--- config.mk ---
export PLATFORM = sky130hd
export DESIGN_NAME = imul_int_mul_nstage_pipe
export DESIGN_NICKNAME = d
export VERILOG_FILES = /design/src/rtl/imul_int_mul_nstage_pipe.sv
export SDC_FILE = /design/constraint.sdc
export NUM_CORES = 1
export LEC_CHECK = 0
export CELL_PAD_IN_SITES_DETAIL_PLACEMENT = 1
export CELL_PAD_IN_SITES_GLOBAL_PLACEMENT = 1
export CORE_UTILIZATION = 51
export CTS_CLUSTER_SIZE = 24
export DETAILED_ROUTE_END_ITERATION = 10
export PLACE_DENSITY_LB_ADDON = 0.25
export SYNTH_ARGS = -nofsm -noshare
export SYNTH_HDL_FRONTEND = slang
export SYNTH_SLANG_ARGS = --single-unit
--- constraint.sdc ---
create_clock -name clk -period 7.1 [get_ports clk]
set_input_delay 1.42 -clock clk [delete_from_list [all_inputs] [get_ports clk]]
set_output_delay 1.42 -clock clk [all_outputs]
set_load 0.005 [all_outputs]
--- src/rtl/imul_int_mul_nstage_pipe.sv ---
// Pipelined shift-and-add multiplier (low WIDTH bits of a*b), NSTAGES deep, one result per cycle with val/rdy back-pressure.
// Optional perf counters behind IMUL_INT_MUL_NSTAGE_PERF_EN; latency NSTAGES cycles, bubbles collapse under stall.
module imul_int_mul_nstage_pipe #(
   parameter int WIDTH   = 32,
   parameter int NSTAGES = 4
) (
   input  logic             clk,
   input  logic             reset,
   input  logic             req_val,
   output logic             req_rdy,
   input  logic [WIDTH-1:0] req_msg_a,
   input  logic [WIDTH-1:0] req_msg_b,
   output logic             resp_val,
   input  logic             resp_rdy,
   output logic [WIDTH-1:0] resp_msg
`ifdef IMUL_INT_MUL_NSTAGE_PERF_EN
   ,
   output logic [31:0]      perf_xfers,
   output logic [31:0]      perf_stalls
`endif
);

   localparam int S = WIDTH / NSTAGES;

   if (WIDTH < 2 || NSTAGES < 1 || NSTAGES > WIDTH || (WIDTH % NSTAGES) != 0) begin : g_param_check
      $error("imul_int_mul_nstage_pipe: illegal WIDTH/NSTAGES combination");
   end

   typedef struct packed {
      logic [WIDTH-1:0] a;
      logic [WIDTH-1:0] b;
      logic [WIDTH-1:0] r;
   } lane_t;

   function automatic lane_t steps(input lane_t in);
      lane_t x;
      x = in;
      for (int i = 0; i < S; i++) begin
         x.r = x.r + (x.b[0] ? x.a : '0);
         x.a = x.a << 1;
         x.b = x.b >> 1;
      end
      return x;
   endfunction

   logic [NSTAGES-1:0] val_q, val_d, go;
   lane_t              lane_q [NSTAGES];
   lane_t              lane_d [NSTAGES];
   lane_t              lane_in0;

   // A stage may advance if it is empty or any stage downstream of it has a hole (or the sink is ready).
   always_comb begin
      go = '0;
      for (int k = 0; k < NSTAGES; k++) begin
         go[k] = resp_rdy;
         for (int j = k; j < NSTAGES; j++) begin
            if (!val_q[j]) go[k] = 1'b1;
         end
      end
   end

   always_comb begin
      lane_in0.a = req_msg_a;
      lane_in0.b = req_msg_b;
      lane_in0.r = '0;
      val_d[0]   = go[0] ? (req_val && go[0]) : val_q[0];
      lane_d[0]  = go[0] ? steps(lane_in0) : lane_q[0];
      for (int k = 1; k < NSTAGES; k++) begin
         val_d[k]  = go[k] ? val_q[k-1] : val_q[k];
         lane_d[k] = go[k] ? steps(lane_q[k-1]) : lane_q[k];
      end
   end

   always_ff @(posedge clk) begin
      if (!reset) val_q <= '0;
      else        val_q <= val_d;
   end

   // Datapath is deliberately unreset; only the valid bits define occupancy.
   always_ff @(posedge clk) begin
      for (int k = 0; k < NSTAGES; k++) lane_q[k] <= lane_d[k];
   end

   assign req_rdy  = go[0];
   assign resp_val = val_q[NSTAGES-1];
   assign resp_msg = lane_q[NSTAGES-1].r;

   logic unused_tail_bits;
   assign unused_tail_bits = ^{lane_q[NSTAGES-1].a, lane_q[NSTAGES-1].b};

`ifdef IMUL_INT_MUL_NSTAGE_PERF_EN
   logic [31:0] xfers_q, xfers_d, stalls_q, stalls_d;

   always_comb begin
      xfers_d  = xfers_q  + ((req_val && req_rdy)    ? 32'd1 : 32'd0);
      stalls_d = stalls_q + ((resp_val && !resp_rdy) ? 32'd1 : 32'd0);
   end

   always_ff @(posedge clk) begin
      if (!reset) begin
         xfers_q  <= '0;
         stalls_q <= '0;
      end else begin
         xfers_q  <= xfers_d;
         stalls_q <= stalls_d;
      end
   end

   assign perf_xfers  = xfers_q;
   assign perf_stalls = stalls_q;
`endif

endmodule
### Word level (Yosys, flattened, before mapping)

Memories as Yosys holds them, arrays and structs flattened.
Index checks and enable logic that the tools add are counted.
W data, S select, Z words.

* bits in registers: 4
* latch bits: 0
* memory bits (writable): 384
* bits in read-only memories: 0
* logic and storage cells: 83
* memories: 1

Memory list
* lane_q: depth 4, width 96, rd ports 4, clocked after memory_dff 0, write ports 4, line 47 `lane_t lane_q [NSTAGES];`

* add/subtract/negate cells: 31
* $mul: 0
* divide/modulo/power cells: 0
* magnitude comparators: 0
* equality and inequality tests: 0
* shift-type cells: 0
* muxes and demuxes: 46
* bitwise logic cells: 0
* reductions and logical operators: 1

Operators by type and width (count)
* $mux W32: 32
* $add A32 B32 Y32: 31
* $mux W96: 4
* $mux W1: 10
* $logic_and A1 B1 Y1: 1

### Logic depth before layout (Yosys ltp)

An unclocked memory read counts as a cell.

* depth after elaboration: 11
* mapped depth: 21

### Worst setup path before layout

OpenSTA, ideal clock, no wires.

* path type: input-to-reg
* start: in req_msg_b[3]
* end: mem lane_q[0][31] (netlist bit) (data pin)
* library setup time: 0.260 ns
* arrival time: 5.743 ns
* slack: 1.097 ns
* stages: 19
* cell sequence: clkbuf_1 clkbuf_1 and2_1 fa_1 fa_1 fa_1 inv_1 fa_1 inv_1 ha_1 o21ai_0 nor2_1 o221ai_2 o22ai_2 o21ba_2 a2111oi_2 o21bai_1 a21oi_1 xnor2_1

RTL lines
* start, declared: line 12 `input logic [WIDTH-1:0] req_msg_b,`
* end, declared: line 47

==> results.json <==
{
  "cts_tree": "built",
  "route.detailed.drc": 0,
  "clock-root-buffer": "clkbuf_16",
  "setup_viol": 0,
  "hold_path_depth": 0,
  "netlist_area_sq_um": 22330,
  "ir_drop_mv": 0.2362,
  "totalWireLength_um": 49890,
  "synth.area.top_cells": "fa_1, edfxtp_1, and2_1",
  "critical_path_class": "in2reg",
  "ys_warn_count": 0,
  "power.total_mw": 12.23,
  "drv_cap": 0,
  "cts_sinks": 228,
  "grt_pass1_wl_um": 82320,
  "hp-class": "reg2reg",
  "hold_viol": 0,
  "netlist_instances": 1972,
  "status": "completed",
  "required_ns": 7.39,
  "async_flop_share_pct": 0,
  "ys_seq_area_share_pct": 30.48,
  "grt_pass1_vias": 16036,
  "placementRows": 76,
  "grt_max_degree": 65,
  "leakagePower_nw": 11.24,
  "vias": 13801,
  "critPathLaunchType": "input port",
  "synth-edff-count": 224,
  "grtUsageTotal_pct": 23.61,
  "setup-tns-final_ns": 0,
  "synth_cell_types": 44,
  "tightest_slew_ns": 1.149,
  "whs_ns": 0.4130,
  "mappedNetlistNets": 2524,
  "grt_overflow_total": 0,
  "ios": 102,
  "rrSetupSlack_ns": 1.35,
  "htree_num_levels": 1,
  "dr.pass1.iters": 5,
  "gp_congestion": 0.8222,
  "die_h_um": 211.3,
  "yosysTopAreaCell": "fa_1",
  "syn2layout_area_growth_pct": 11.65,
  "drive_gt1_share_pct": 3.716,
  "rsz0062_at_grt": "no",
  "cts_setup_buffers": 0,
  "die_w_um": 211.3,
  "crit_end": "lane_q[0][31]",
  "core_sq_um": 43170,
  "wl_per_cell_um": 18.59,
  "synth_top_area_share_pct": 34.33,
  "cp-end-kind": "register",
  "relSlewSlack_pct": 23.11,
  "path_max_fanout": 21,
  "startpoint": "req_msg_b[2]",
  "cts_resized": 0,
  "clk_pin_slew_ns": 0.06,
  "antenna_found_initial": 0,
  "pre_cts_ws_ns": 0.2087,
  "insertion_delay_ns": 0.56,
  "r2r-end": "lane_q[1][31]",
  "dp_hpwl_um": 40370,
  "cts_inserted_buffers": 27,
  "num_antenna_cells": 0,
  "fin_nets": 2630,
  "min-delay-start": "lane_q[2][23]",
  "drt-initial-drc-count": 525,
  "worstPathArrival_ns": 6.62,
  "initial_utilization_pct": 51.73,
  "mostFrequentLayoutCells": "fa_1, inv_1, and2_1",
  "period_share_pct": 89.09,
  "layout_commonest_cell": "fa_1",
  "clock.fmax_ghz": 0.1581,
  "r2r-start": "lane_q[0][33]",
  "port_buffers": 101,
  "reg2reg_depth": 16,
  "postRouteAntennaNets": 0,
  "viasPerCell": 5.142,
  "drv_slew": 0,
  "cts_max_path_buffers": 3,
  "syn_area_per_cell_sq_um": 11.32,
  "fin_crit_ns": 6.326,
  "synth_flop_cell": "edfxtp_1",
  "p_per_area_nw_per_um2": 490.5,
  "cts_hold_buf": 0,
  "skew_ns": 0.01825,
  "worst_slack_ns": 0.7743,
  "synth-seq-cells": 228,
  "die_area_sq_um": 44630
}
[report_power, final]
group	switching (mW)	internal, mW	total [mW]
sequential	0.182	2.40	2.58
clock	0.568	0.783	1.35
combinational	4.56	3.74	8.30
total	5.31	6.92	12.2
[critical path: stages]
cell and delay [ns]:
clkdlybuf4s50_1 0.58, buf_4 0.30, and2_1 0.20, fa_1 0.56
fa_1 0.43, fa_1 0.49, inv_1 0.05, fa_1 0.47
inv_1 0.04, ha_1 0.34, a21oi_1 0.17, o21ai_0 0.17
a21oi_1 0.22, o22ai_2 0.13, o21ba_2 0.29, a2111oi_2 0.36
o21bai_1 0.12, a21oi_1 0.18, xnor2_1 0.09
[layer usage]
layer	GRT usage, %	vias to the layer above	part of all wire [%]
li1	-	6271	-
met1	29.52	7262	42
met2	43.93	203	53
met5	0	-	0
met4	6.297	0	2.3
met3	1.740	65	2.5
[cell usage after synthesis (2+ instances only)]
cell         n
a2111oi_2    5
a211oi_1     3
a21boi_0     2
a21o_1      18
a21oi_1     45
a21oi_2      2
a31oi_1      2
and2_1     337
and3_1       3
clkbuf_1    41
dfxtp_1      4
edfxtp_1   224
fa_1       383
ha_1       101
inv_1      375
nand2_1    207
nand2b_1     6
nand3_1      7
nand4_1      2
nor2_1      23
nor2b_1      5
nor3_1       6
o21a_1       6
o21ai_0     22
o21ai_1      2
o21bai_1    13
o31ai_1      2
or2_2        2
or4_1        2
xnor2_1     90
xor2_1      19
[cells by family after synthesis]
| family | Yosys count | share of synthesized area (%) |
|---|---|---|
| AO/OA/AOI/OAI | 132 | 3.989 |
| XOR/XNOR | 109 | 4.275 |
| adder cells (fa/ha/maj) | 484 | 39.99 |
| buffers and inverters | 416 | 6.992 |
| flip-flops | 228 | 30.48 |
| AND/OR/NAND/NOR | 603 | 14.27 |
[sequential cells by signal, indices dropped and copies added (netlist names)]
signal and cells:
val_q 4, lane_q 224
[per-stage QoR]
step / cell area [sq um] / util (%) / instances
final: 24930 / 57.76 / 2684
after floorplan: 22330 / - / 1972
after global routing: 24930 / 57.76 / 2684
after detailed placement: 24060 / 55.73 / 2634
after CTS: 24930 / 57.76 / 2684
after global placement: 24060 / 55.73 / 2634
[layout make-up]
class,count,area (sq um)
clock buffers,32,694.4
flip-flops and latches,228,6807
multi-input cells,1328,13970
inverters,375,1408
repair buffers,118,1139
clock inverters,18,181.4
fillers,4557,18240
well taps,585,732.0
[worst min-delay path by stage]
| stage | to |
|---|---|
| after floorplan | lane_q[1][0] |
| after global placement | lane_q[3][23] |
| after detailed placement | lane_q[3][22] |
| after CTS | lane_q[3][16] |
| after global routing | lane_q[1][5] |
| final | lane_q[3][23] |
Note: power is estimated with default switching activity, not from simulation.
